`config.mk`:
```
export PLATFORM = sky130hd
export DESIGN_NAME = fir_decimator_buffer
export DESIGN_NICKNAME = d
export VERILOG_FILES = /design/src/rtl/fir_decimator_buffer.sv
export SDC_FILE = /design/constraint.sdc
export NUM_CORES = 1
export LEC_CHECK = 0
export CAP_MARGIN = 20
export CORE_UTILIZATION = 55
export CTS_CLUSTER_DIAMETER = 40
export CTS_CLUSTER_SIZE = 8
export DETAILED_ROUTE_END_ITERATION = 16
export MAX_ROUTING_LAYER = met4
export PLACE_DENSITY = 0.75
export SLEW_MARGIN = 0
export SYNTH_ARGS = -nofsm -noshare
export SYNTH_HDL_FRONTEND = slang
export SYNTH_SLANG_ARGS = --single-unit
export TNS_END_PERCENT = 10
```
`constraint.sdc`:
```
create_clock -name clk -period 5.55 [get_ports clk]
set_input_delay 1.665 -clock clk [delete_from_list [all_inputs] [get_ports clk]]
set_output_delay 1.665 -clock clk [all_outputs]
set_load 0.02 [all_outputs]
```
`src/rtl/fir_decimator_buffer.sv`:
```
// Decimating output buffer for the FIR filters: keeps every DECIM-th valid sample
// and queues kept samples in a DEPTH-entry show-ahead FIFO with overflow accounting.
module fir_decimator_buffer #(
  parameter int WIDTH = 16,
  parameter int DECIM = 4,
  parameter int DEPTH = 8,
  parameter int CNT_W = 8
) (
  input  logic                      clk,
  input  logic                      reset,
  input  logic                      in_valid,
  input  logic signed [WIDTH-1:0]   in_data,
  output logic                      out_valid,
  input  logic                      out_ready,
  output logic signed [WIDTH-1:0]   out_data,
  output logic [$clog2(DEPTH):0]    level,
  output logic                      overflow,
  input  logic                      clear_ovf,
  output logic [CNT_W-1:0]          drop_count
);

  localparam int AW = $clog2(DEPTH);
  localparam int LW = AW + 1;
  localparam int PW = (DECIM > 1) ? $clog2(DECIM) : 1;
  localparam logic [LW-1:0]    FULL    = LW'(DEPTH);
  localparam logic [PW-1:0]    PH_LAST = PW'(DECIM - 1);
  localparam logic [CNT_W-1:0] CNT_MAX = '1;

  logic signed [WIDTH-1:0] mem [DEPTH];
  logic [PW-1:0]           phase;
  logic [AW-1:0]           wr_ptr;
  logic [AW-1:0]           rd_ptr;
  logic [AW-1:0]           rd_ptr_nxt;
  logic [LW-1:0]           level_nxt;
  logic                    keep;
  logic                    pop;
  logic                    push;
  logic                    drop;
  logic                    full;
  logic signed [WIDTH-1:0] head_nxt;

  always_comb begin
    full       = (level == FULL);
    keep       = in_valid && (phase == '0);
    pop        = out_valid && out_ready;
    push       = keep && (!full || pop);
    drop       = keep && full && !pop;
    level_nxt  = level + LW'(push) - LW'(pop);
    rd_ptr_nxt = pop ? rd_ptr + AW'(1) : rd_ptr;
    // When the incoming sample becomes the head it is not in memory yet, so bypass it.
    if (level_nxt == '0)
      head_nxt = out_data;
    else if (push && (level == LW'(pop)))
      head_nxt = in_data;
    else
      head_nxt = mem[rd_ptr_nxt];
  end

  // NOTE: sequential state uses non-blocking assignments so every register samples
  // pre-edge values regardless of statement order.
  always_ff @(posedge clk) begin
    if (!reset) begin
      phase      <= '0;
      wr_ptr     <= '0;
      rd_ptr     <= '0;
      level      <= '0;
      out_valid  <= 1'b0;
      out_data   <= '0;
      overflow   <= 1'b0;
      drop_count <= '0;
    end else begin
      if (in_valid)
        phase <= (phase == PH_LAST) ? '0 : phase + PW'(1);
      if (push)
        wr_ptr <= wr_ptr + AW'(1);
      rd_ptr    <= rd_ptr_nxt;
      level     <= level_nxt;
      out_valid <= (level_nxt != '0);
      out_data  <= head_nxt;
      // A drop in the same cycle as clear_ovf restarts the count at one.
      if (drop) begin
        overflow   <= 1'b1;
        drop_count <= clear_ovf ? CNT_W'(1)
                    : (drop_count == CNT_MAX) ? drop_count : drop_count + CNT_W'(1);
      end else if (clear_ovf) begin
        overflow   <= 1'b0;
        drop_count <= '0;
      end
    end
  end

  // NOTE: storage is deliberately not reset; level/pointers define which entries are live.
  always_ff @(posedge clk) begin
    if (reset && push)
      mem[wr_ptr] <= in_data;
  end

endmodule

```
# Yosys cells after proc, flatten, opt, wreduce, memory -nomap -nowiden
# Memory sizes are Yosys's and may differ from the RTL's.
# Cells that the tools add are included.
classes:
  n_eq_ne: 5
  reduce_logical: 15
  add_sub_neg: 6
  muxes: 11
op_table:
  columns: ["operator", "n"]
  rows:
  - ["$mux 8", 4]
  - ["$mux 16", 1]
  - ["$add 8x1->8 const B", 1]
  - ["$eq 8x8->1 const B", 1]
  - ["$logic_and 1x1->1", 7]
  - ["$add 3x1->3 const B", 2]
  - ["$add 4x1->4", 1]
  - ["$eq 4x1->1", 1]
  - ["$eq 4x4->1 const B", 1]
  - ["$logic_not 4->1", 1]
  - ["$mux 1", 4]
  - ["$reduce_bool 4->1", 1]
  - ["$sub 4x1->4", 1]
  - ["$mux 3", 1]
  - ["$add 2x1->2 const B", 1]
  - ["$eq 2x2->1 const B", 1]
  - ["$logic_not 1->1", 2]
  - ["$logic_not 2->1", 1]
  - ["$mux 2", 1]
  - ["$ne 2x2->1 const B", 1]
  - ["$reduce_and 2->1", 1]
  - ["$reduce_bool 2->1", 1]
  - ["$logic_or 1x1->1", 1]
totals:
  out_inout_bits: 30
  reg_bits: 38
  wordCells: 46
  memories: 1
  mem_bits_rw: 128
  in_bits: 21
mem_list:
  columns: ["name", "words", "word_bits", "read_ports", "rd_clocked_by_memory_dff", "write_ports", "line_no", "text"]
  rows:
  - ["mem", 8, 16, 1, 0, 1, "29", "logic signed [WIDTH-1:0] mem [DEPTH];"]

# Logic depth before layout (Yosys ltp)
logic_depth:
  depth_word: 7
  ltp_mapped: 17
  ltp_nobuf: 16

# Least setup slack after synthesis
# Ideal clock, no wire load.
synth_path:
  path_type: "input to register"
  startpoint: "input out_ready"
  endpoint: "register out_data[10]"
  arrival_ns: 4.244
  setup_ns: 0.122
  t_required_ns: 5.428
  stages: 16
  path_buffers: 2
  slack_ns: 1.184
  path_cell_list: "nand2_2 -> buf_4 -> a31oi_4 -> inv_1 -> ha_1 -> inv_1 -> ha_1 -> inv_1 -> fa_1 -> xnor2_1 -> nor4b_1 -> mux2i_2 -> and2_4 -> buf_6 -> a32oi_1 -> o21ai_1"
synth_via:
  elab_chain_len: 6
  word_cells_on_any_way: 11
  classes_between: "add/sub (2); eq/ne (1); mux (2); reduce/logical (5); memory (1)"
synth_rtl:
  columns: ["element", "line_no", "text"]
  rows:
  - ["from (decl)", "14", "input logic out_ready,"]
  - ["$logic_and 1x1->1 (*)", "45", "pop = out_valid && out_ready;"]
  - ["$logic_or 1x1->1", "46", "push = keep && (!full || pop);"]
  - ["$logic_and 1x1->1", "46", null]
  - ["$add 4x1->4", "48", "level_nxt = level + LW'(push) - LW'(pop);"]
  - ["$sub 4x1->4", "48", null]
  - ["$logic_not 4->1", "51", "if (level_nxt == '0)"]
  - ["to (signal assigned)", "79", "out_data <= head_nxt;"]
  - ["to (decl)", "15", "output logic signed [WIDTH-1:0] out_data,"]
# Mark *: on every way between the ends. The rest lies on a longest branch, timed or not.
# A chain may end at the register's enable or synchronous reset.

# Final worst setup path
layout_path:
  startpoint: "input in_valid"
  endpoint: "register out_data[5]"
layout_via:
  elab_chain_len: 5
  word_cells_on_any_way: 7
  classes_between: "add/sub (2); mux (1); reduce/logical (4)"
layout_rtl:
  columns: ["element", "line_no", "text"]
  rows:
  - ["from (decl)", "11", "input logic in_valid,"]
  - ["$logic_and 1x1->1 (*)", "44", "keep = in_valid && (phase == '0);"]
  - ["$logic_and 1x1->1 (*)", "46", null]
  - ["$add 4x1->4", "48", null]
  - ["$sub 4x1->4", "48", null]
  - ["$logic_not 4->1", "51", null]
# Marked as above.

==> out/metrics.yaml <==
status:
  outcome: "complete, but fails checks"
  violations: "DRC"
sta:
  worst_slew_pin_slew_ps: 1070
  setup_viol: 0
  rsz0062_at_grt: "no"
  finalSetupTns_ps: 0
  slew_violations: 0
  post-route-period-util_pct: 88.6
  relSlewSlack_pct: 28.6
  layout_min_cycle_time_ps: 4920
  skew_ps: 6.48
  finalHoldViolations: 0
  timing.fmax_mhz: 203
floorplan:
  io_pins: 51
  die_h_um: 121
  fp.dieArea_mm2: 0.0147
  rows: 43
  fp.dieW_um: 121
  core_region_area_mm2: 0.0139
  start_util_pct: 56.3
global_routing:
  grt_pass1_wl_mm: 31.4
  first_global_vias: 5841
  grtUsageTotal_pct: 29.7
  grt_overflow_total: 0
  grt_max_degree: 91
  antenna_found_initial: 0
finish:
  finalInstanceArea_mm2: 0.00907
  multi_input_area_mm2: 0.00277
  fill_cells: 1032
  seqCellArea_mm2: 0.00461
  layout.cells.non_filler: 937
  num_antenna_cells: 0
  final_cell_mix: "edfxtp_1, o21ai_0, a21oi_1, nand2_1, clkdlybuf4s50_1"
  final_common_cell: "edfxtp_1"
  fin_nets: 777
  drive_gt1_share_pct: 9.25
  synthToLayoutAreaGrowth_pct: 16.1
drt:
  drt_pass1_iterations: 11
  dr_total_vias: 6065
  via_per_inst: 6.47
  dr.first_iter.drc_count: 738
  avgRoutedWirePerCell_um: 21.3
  drt-total-wl_mm: 20.0
  drc: 2
  drtAntennaViolNets: 0
place:
  place_congestion: 0.819
  dpl.cell_count: 904
  dp_hpwl_mm: 11.6
  io_buffers: 50
  postPlaceCellArea_mm2: 0.00844
setup_path:
  critPathMaxFanout: 12
  end_kind: "register"
  critPathArrivalTime_ps: 5210
  path_class: "primary input to register"
  worstPathRequired_ps: 5850
  worstSetupStartpointType: "primary input"
yosys:
  syn_avg_cell_area_um2: 11.0
  synthArstFlopShare_pct: 0
  synthDistinctLibCells: 49
  synth_flop_cell: "edfxtp_1"
  syn-cell-area_mm2: 0.00781
  yosysWarnings: 0
  synth_edf_count: 128
  synth_nets: 743
  ys_seq_elements: 166
  synthCells: 710
  ys_seq_area_share_pct: 59.0
cts:
  clk_pin_slew_ps: 70
  holdBufCountCts: 0
  cts_buffers: 17
  clk_latency_ps: 430
  postCtsSetupBuffers: 0
  cts_root_buf: "clkbuf_16"
  cts_resized: 0
  cts_tree: "yes"
  cts.path.max_buffers: 2
  htree_levels: 4
  cts.sinks: 166
hold_path:
  hold_class: "register to register"
power_and_ir_drop:
  p_leak_uw: 0.00306
  ir_drop_uv: 291
  powerDensity_mw_per_mm2: 459
run:
  drv_cap: 0
==> registers in the layout, indices dropped and copies added (netlist names) <==
signal	cells
phase	2
out_data	16
out_valid	1
mem	128
wr_ptr	3
rd_ptr	3
overflow	1
drop_count	8
level	4
==> cell usage after synthesis (all sizes together), types with 7 or more instances <==
library cell  instances  area [um2]
edfxtp              128        3840
o21ai                99         495
a21oi                54         270
inv                  51         194
nand2                51         194
a211oi               40         300
dfxtp                38         761
nor2                 36         138
o211ai               31         233
buf                  29         164
clkbuf               27         101
a221oi               19         166
ha                   11         138
a32oi                10        87.6
nor3                 10        50.1
o32ai                 9        78.8
a31oi                 7        58.8
o31ai                 7        52.6
==> final timing paths <==
kind,from,to,slack [ps],cells past startpoint
hold reg to reg,overflow,overflow,500,2
hold / removal,overflow,overflow,500,2
setup / recovery,in_valid,out_data[5],630,15
setup reg to reg,phase[0],out_data[5],1910,16
==> report_power, final <==
group / internal (uW) / total [uW] / switching, uW / leakage [uW]
combinational: 515 / 1430 / 912 / 0.00129
clock: 685 / 1200 / 515 / 0.000303
sequential: 1430 / 1530 / 97.5 / 0.00147
==> through the flow <==
stage          setup WS [ps]  hold slack [ps]  util, %  power, uW
2_1_floorplan           1180              487        -       2510
3_3_place_gp             455              474     60.8       2880
3_5_place_dp             225              487     60.8       2940
4_1_cts                  636              501     65.2       4130
5_1_grt                  319              544     65.3       4350
6_report                 634              498     65.3       4160
==> per-layer routing <==
metal  global-route usage, %  up-vias  share of wire [%]
met5                       -        -                  0
li1                        -     2760                  -
met3                    6.20       32                6.9
met1                    37.9     3012                 42
met2                    47.0      261                 49
met4                    10.7        0                2.1
==> kinds of logic (layout without fill, tap and decap cells) <==
family	Yosys count	count (layout)	share of synthesized area, %
xor+xnor	12	12	1.54
compound gates	286	286	23.6
buf+inv	107	154	5.88
flops	166	166	59.0
mux	6	6	0.817
fa+ha+maj	12	12	2.02
simple gates	121	121	7.15
==> worst max-delay path, cell delays in order <==
cell and delay (ps):
clkdlybuf4s50_1 540, nand2_1 230, a31oi_4 290, inv_1 90, ha_1 290, inv_1 60, ha_1 150, inv_1 70
fa_1 380, xnor2_1 170, nor4bb_1 350, mux2i_2 190, and2_4 250, nand2b_1 320, o21ai_1 150
==> final cells by class <==
class / count / area share, %
repair buffers: 71 / 7.40
inverters: 51 / 2.14
clock inverters: 13 / 1.42
well taps: 180 / 2.48
clock buffers: 19 / 5.24
multi-input cells: 437 / 30.5
flip-flops and latches: 166 / 50.8
No activity file was read; power rests on OpenSTA's default activity.
==> edit 1 (config.mk and constraints unchanged) <==
`CNT_W`: 8 -> 12.
--- a/src/rtl/fir_decimator_buffer.sv
+++ b/src/rtl/fir_decimator_buffer.sv
@@ -5,5 +5,5 @@
   parameter int DECIM = 4,
   parameter int DEPTH = 8,
-  parameter int CNT_W = 8
+  parameter int CNT_W = 12
 ) (
   input  logic                      clk,
Ports: changed (resized drop_count); port bits go from 51 to 55. No check against the original RTL was run, so the function may have changed too.
==> edit 1 against the original RTL <==
- routed wire length down 15%
- design area down 1.1%
- setup slack better by 0.23 ns
- synthesized area down 2.5%
- sequential cell count up 4
- critical path depth down 2
- highest routed layer unchanged
- power down 4.6%
- largest power group unchanged
- critical path type unchanged
==> edit 1: results (changes against the original RTL) <==
OUTCOME
-------------------------------------------------------------------------------------
Result of the run ...................................................... finished, final reports clean

CRITICAL PATH
-------------------------------------------------------------------------------------
Worst Path Arrival .....................................................      4.98 ns   -0.23 ns
Maximum fanout along the worst path ....................................           29   +17
Delay of the slowest critical-path stage ...............................      0.70 ns   +0.16 ns

CELLS AND AREA
-------------------------------------------------------------------------------------
Proportion of layout cells with a drive suffix above 1 .................       0.1348   +0.04236
Area share of buffers outside the clock network ........................      0.07616   +0.002210
Multi-input gates ......................................................          339   -22%
Fraction of standard cell area that is sequential ......................       0.5227   +0.01467
Clock network share of area ............................................      0.06961   +0.002966
Number of filler cells placed in the layout ............................          964   -6.6%
Signal inverters .......................................................            9   -82%
Seq. cell area .........................................................     4688 µm²   +1.8%

PLACE
-------------------------------------------------------------------------------------
DP Area ................................................................     8346 µm²   -1.2%
Worst setup slack after placement ......................................    0.6208 ns   +0.3958 ns
Final estimated routing congestion in global placement .................       0.8279   +1.1%

LOGIC SYNTHESIS
-------------------------------------------------------------------------------------
Number of distinct library cells after synthesis .......................           56   +14%
Sequential cell area fraction in the yosys report ......................       0.6153   +0.02563
Compound-Gate Fraction of Synth Area ...................................       0.1067   -0.1297
Adder-cell share of the synthesized area ...............................      0.01906   -0.001126

HOLD PATH
-------------------------------------------------------------------------------------
Hold Crit Start ........................................................ out_data[15]$_SDFFE_PN0P_

DETAILED ROUTING
-------------------------------------------------------------------------------------
Via count ..............................................................         4987   -18%
Count of routing violations after the opening detailed-route iteration .          405   -45%
Wirelength, routed .....................................................     17040 µm   -15%

GLOBAL ROUTE
-------------------------------------------------------------------------------------
Overall track demand over capacity in global routing ...................       0.2607   -0.03607
Vias in the first global route .........................................         5109   -13%

STA
-------------------------------------------------------------------------------------
Final clock skew .......................................................  0.008956 ns   +0.002480 ns

## edit 1: final timing paths
path,to,cells after the start
max,out_data[7]$_SDFFE_PN0P_,13
min,out_data[15]$_SDFFE_PN0P_,2
max reg2reg,out_data[7]$_SDFFE_PN0P_,12
min reg2reg,out_data[15]$_SDFFE_PN0P_,2
## edit 1: worst min-delay path, stage by stage, from the launching register on
cell,delay [ns]
sky130_fd_sc_hd__dfxtp_1,0.32
sky130_fd_sc_hd__nand3_1,0.06
sky130_fd_sc_hd__o41ai_1,0.06
## edit 1: routing by layer
layer | up-vias | GRT usage | part of all wire
met2 | 218 | 0.4241 | 0.50
met3 | 37 | 0.04753 | 0.082
met1 | 2463 | 0.3164 | 0.39
met4 | 0 | 0.1242 | 0.022
li1 | 2269 | - | -
met5 | - | - | 0
## edit 1: power breakdown
part / switching [mW] / internal [mW]
Sequential: 0.0752 / 1.46
Clock: 0.492 / 0.757
Combinational: 0.665 / 0.516
==> edit 2 (same settings) <==
Without the edit above. Reset style: asynchronous (`reset`), changed in one clocked block.
--- a/src/rtl/fir_decimator_buffer.sv
+++ b/src/rtl/fir_decimator_buffer.sv
@@ -59,5 +59,5 @@
   // NOTE: sequential state uses non-blocking assignments so every register samples
   // pre-edge values regardless of statement order.
-  always_ff @(posedge clk) begin
+  always_ff @(posedge clk or negedge reset) begin
     if (!reset) begin
       phase      <= '0;
Check against the original RTL: differs if reset is asserted again (counterexample within 4 cycles, from zero or initial values and one cycle with reset low); with reset held inactive, the same outputs for 10 cycles.
==> edit 2 against the original RTL <==
- sequential share of layout area increased by 0.77 points
- combinational power up 54%
- setup slack gained 0.42 ns
- power is 21% higher
- synthesized area rose by 3.2%
- sequential cell count unchanged
- routed wire length down 2.0%
- design area up 2.6%
- register-to-register slack better by 0.37 ns
- critical path type unchanged
- largest power group is now combinational cells
- highest routed layer unchanged
==> edit 2: results (changes against the original RTL) <==
OUTCOME
-------------------------------------------------------------------------------------
Result of the run ...................................................... finished, final reports clean

LOGIC SYNTHESIS
-------------------------------------------------------------------------------------
Biggest area contributors in the synthesized netlist ................... sky130_fd_sc_hd__edfxtp_1, sky130_fd_sc_hd__dfrtp_1, sky130_fd_sc_hd__nor3_1, sky130_fd_sc_hd__nand3_1, sky130_fd_sc_hd__nor2b_1
Cells after synthesis ..................................................          729   +2.7%
List of most frequent post-synthesis cells ............................. sky130_fd_sc_hd__edfxtp_1, sky130_fd_sc_hd__nor3_1, sky130_fd_sc_hd__nand3_1
Synthesized netlist net count ..........................................          762   +2.6%
Number of distinct library cells after synthesis .......................           43   -12%
Sequential cell area fraction in the yosys report ......................       0.5948   +0.005197

PLACE
-------------------------------------------------------------------------------------
DP Area ................................................................     8732 µm²   +3.4%
Worst setup slack after placement ......................................    0.6440 ns   +0.4189 ns
Final HPWL DP ..........................................................     11030 µm   -4.8%
Number of placed instances with taps included ..........................          925   +2.3%

GLOBAL ROUTE
-------------------------------------------------------------------------------------
Global routing met2 resource utilization ...............................       0.4284   -0.04127
Overall track demand over capacity in global routing ...................       0.2826   -0.01416
GR Util met1 ...........................................................       0.3670   -0.01211
Met3 Resource Use GR ...................................................      0.06181   -0.0002220
Maximum number of pins on one net before global-route repair ...........           71   -22%

CRITICAL PATH
-------------------------------------------------------------------------------------
Master of the slowest instance on the critical path .................... sky130_fd_sc_hd__inv_4
Delay of the slowest critical-path stage ...............................      0.51 ns   -0.03 ns
Internal reg-to-reg setup slack ........................................      2.28 ns   +0.37 ns
Worst Path Arrival .....................................................      4.80 ns   -0.41 ns
Maximum fanout along the worst path ....................................           49   +37

POWER
-------------------------------------------------------------------------------------
Static leakage .........................................................     3.198 nW   +4.5%

CELLS AND AREA
-------------------------------------------------------------------------------------
Final cell count without fillers .......................................          957   +2.1%
Proportion of layout cells with a drive suffix above 1 .................      0.09266   +0.0001938
Number of filler cells placed in the layout ............................         1012   -1.9%

STA
-------------------------------------------------------------------------------------
Worst slew margin relative to its limit ................................       0.4555   +0.1699

DETAILED ROUTING
-------------------------------------------------------------------------------------
Wirelength, routed .....................................................     19550 µm   -2.0%
Total iterations of the first detailed-routing run .....................            5   -6
Count of routing violations after the opening detailed-route iteration .          713   -3.4%
Via count ..............................................................         6164   +1.6%

==> edit 2: cell types whose count changed after synthesis, moves of 20 or more <==
cell,unedited run,this run
sky130_fd_sc_hd__dfxtp_1,38,0
sky130_fd_sc_hd__a21oi_1,54,19
sky130_fd_sc_hd__nor3_1,10,62
sky130_fd_sc_hd__o22ai_1,0,24
sky130_fd_sc_hd__nor4_1,0,27
sky130_fd_sc_hd__a211oi_1,40,8
sky130_fd_sc_hd__o21ai_1,42,0
sky130_fd_sc_hd__nand2b_1,5,25
sky130_fd_sc_hd__nor2b_1,0,32
sky130_fd_sc_hd__o21ai_0,57,20
sky130_fd_sc_hd__nand3_1,4,42
sky130_fd_sc_hd__dfrtp_1,0,38
==> edit 2: worst max-delay path: cells and delay by family <==
kind,cells,cell delay (ns)
buffers and inverters,5,1.57
AOI/OAI and AO/OA,4,0.55
and+or+nand+nor,2,0.24
adders and majority gates,2,0.57
xor gates and xnor gates,1,0.17
==> edit 2: kinds of logic (layout without fill, tap and decap cells) <==
| family | count (synthesis) | in the layout | synth area share |
|---|---|---|---|
| AO/OA/AOI/OAI | 154 | 154 | 0.1313 |
| XOR/XNOR | 12 | 12 | 0.01630 |
| adder cells (fa/ha/maj) | 12 | 12 | 0.01956 |
| buffers and inverters | 98 | 146 | 0.05371 |
| flip-flops | 166 | 166 | 0.5948 |
| AND/OR/NAND/NOR | 287 | 287 | 0.1843 |
==> edit 2: worst paths after layout <==
check,cells past startpoint,endpoint,startpoint
max in group asynchronous,2,rd_ptr[0]$_DFF_PN0_,reset
min in group asynchronous,2,rd_ptr[0]$_DFF_PN0_,reset
worst min-delay path,2,overflow$_DFFE_PN0P_,overflow$_DFFE_PN0P_
worst max-delay path,14,out_data[15]$_DFFE_PN0P_,out_ready
worst max register to register,15,out_data[15]$_DFFE_PN0P_,phase[0]$_DFFE_PN0P_
worst min register to register,2,overflow$_DFFE_PN0P_,overflow$_DFFE_PN0P_
==> edit 2: power by group through the flow <==
stage / sequential (mW) / combinational (mW) / clock, mW
floorplan: 1.70 / 1.55 / 0
global placement: 1.70 / 2.06 / 0
detailed placement: 1.71 / 2.16 / 0
CTS: 1.68 / 2.18 / 1.15
global route: 1.71 / 2.40 / 1.20
finish: 1.69 / 2.20 / 1.14
==> edit 2: final cells by class <==
type	count	area [µm²]	area share
Sequential cell	166	4800	0.5157
Multi-Input combinational cell	465	2883	0.3097
Timing Repair Buffer	73	668.1	0.07178
Clock buffer	22	495.5	0.05323
Tap cell	180	225.2	0.02420
Inverter	41	156.4	0.01680
Clock inverter	10	80.08	0.008603
==> edit 2: routing by layer <==
layer | vias to the layer above | part of all wire
met5 | - | 0
met4 | 0 | 0.022
met3 | 45 | 0.081
met2 | 321 | 0.47
met1 | 2995 | 0.42
li1 | 2803 | -
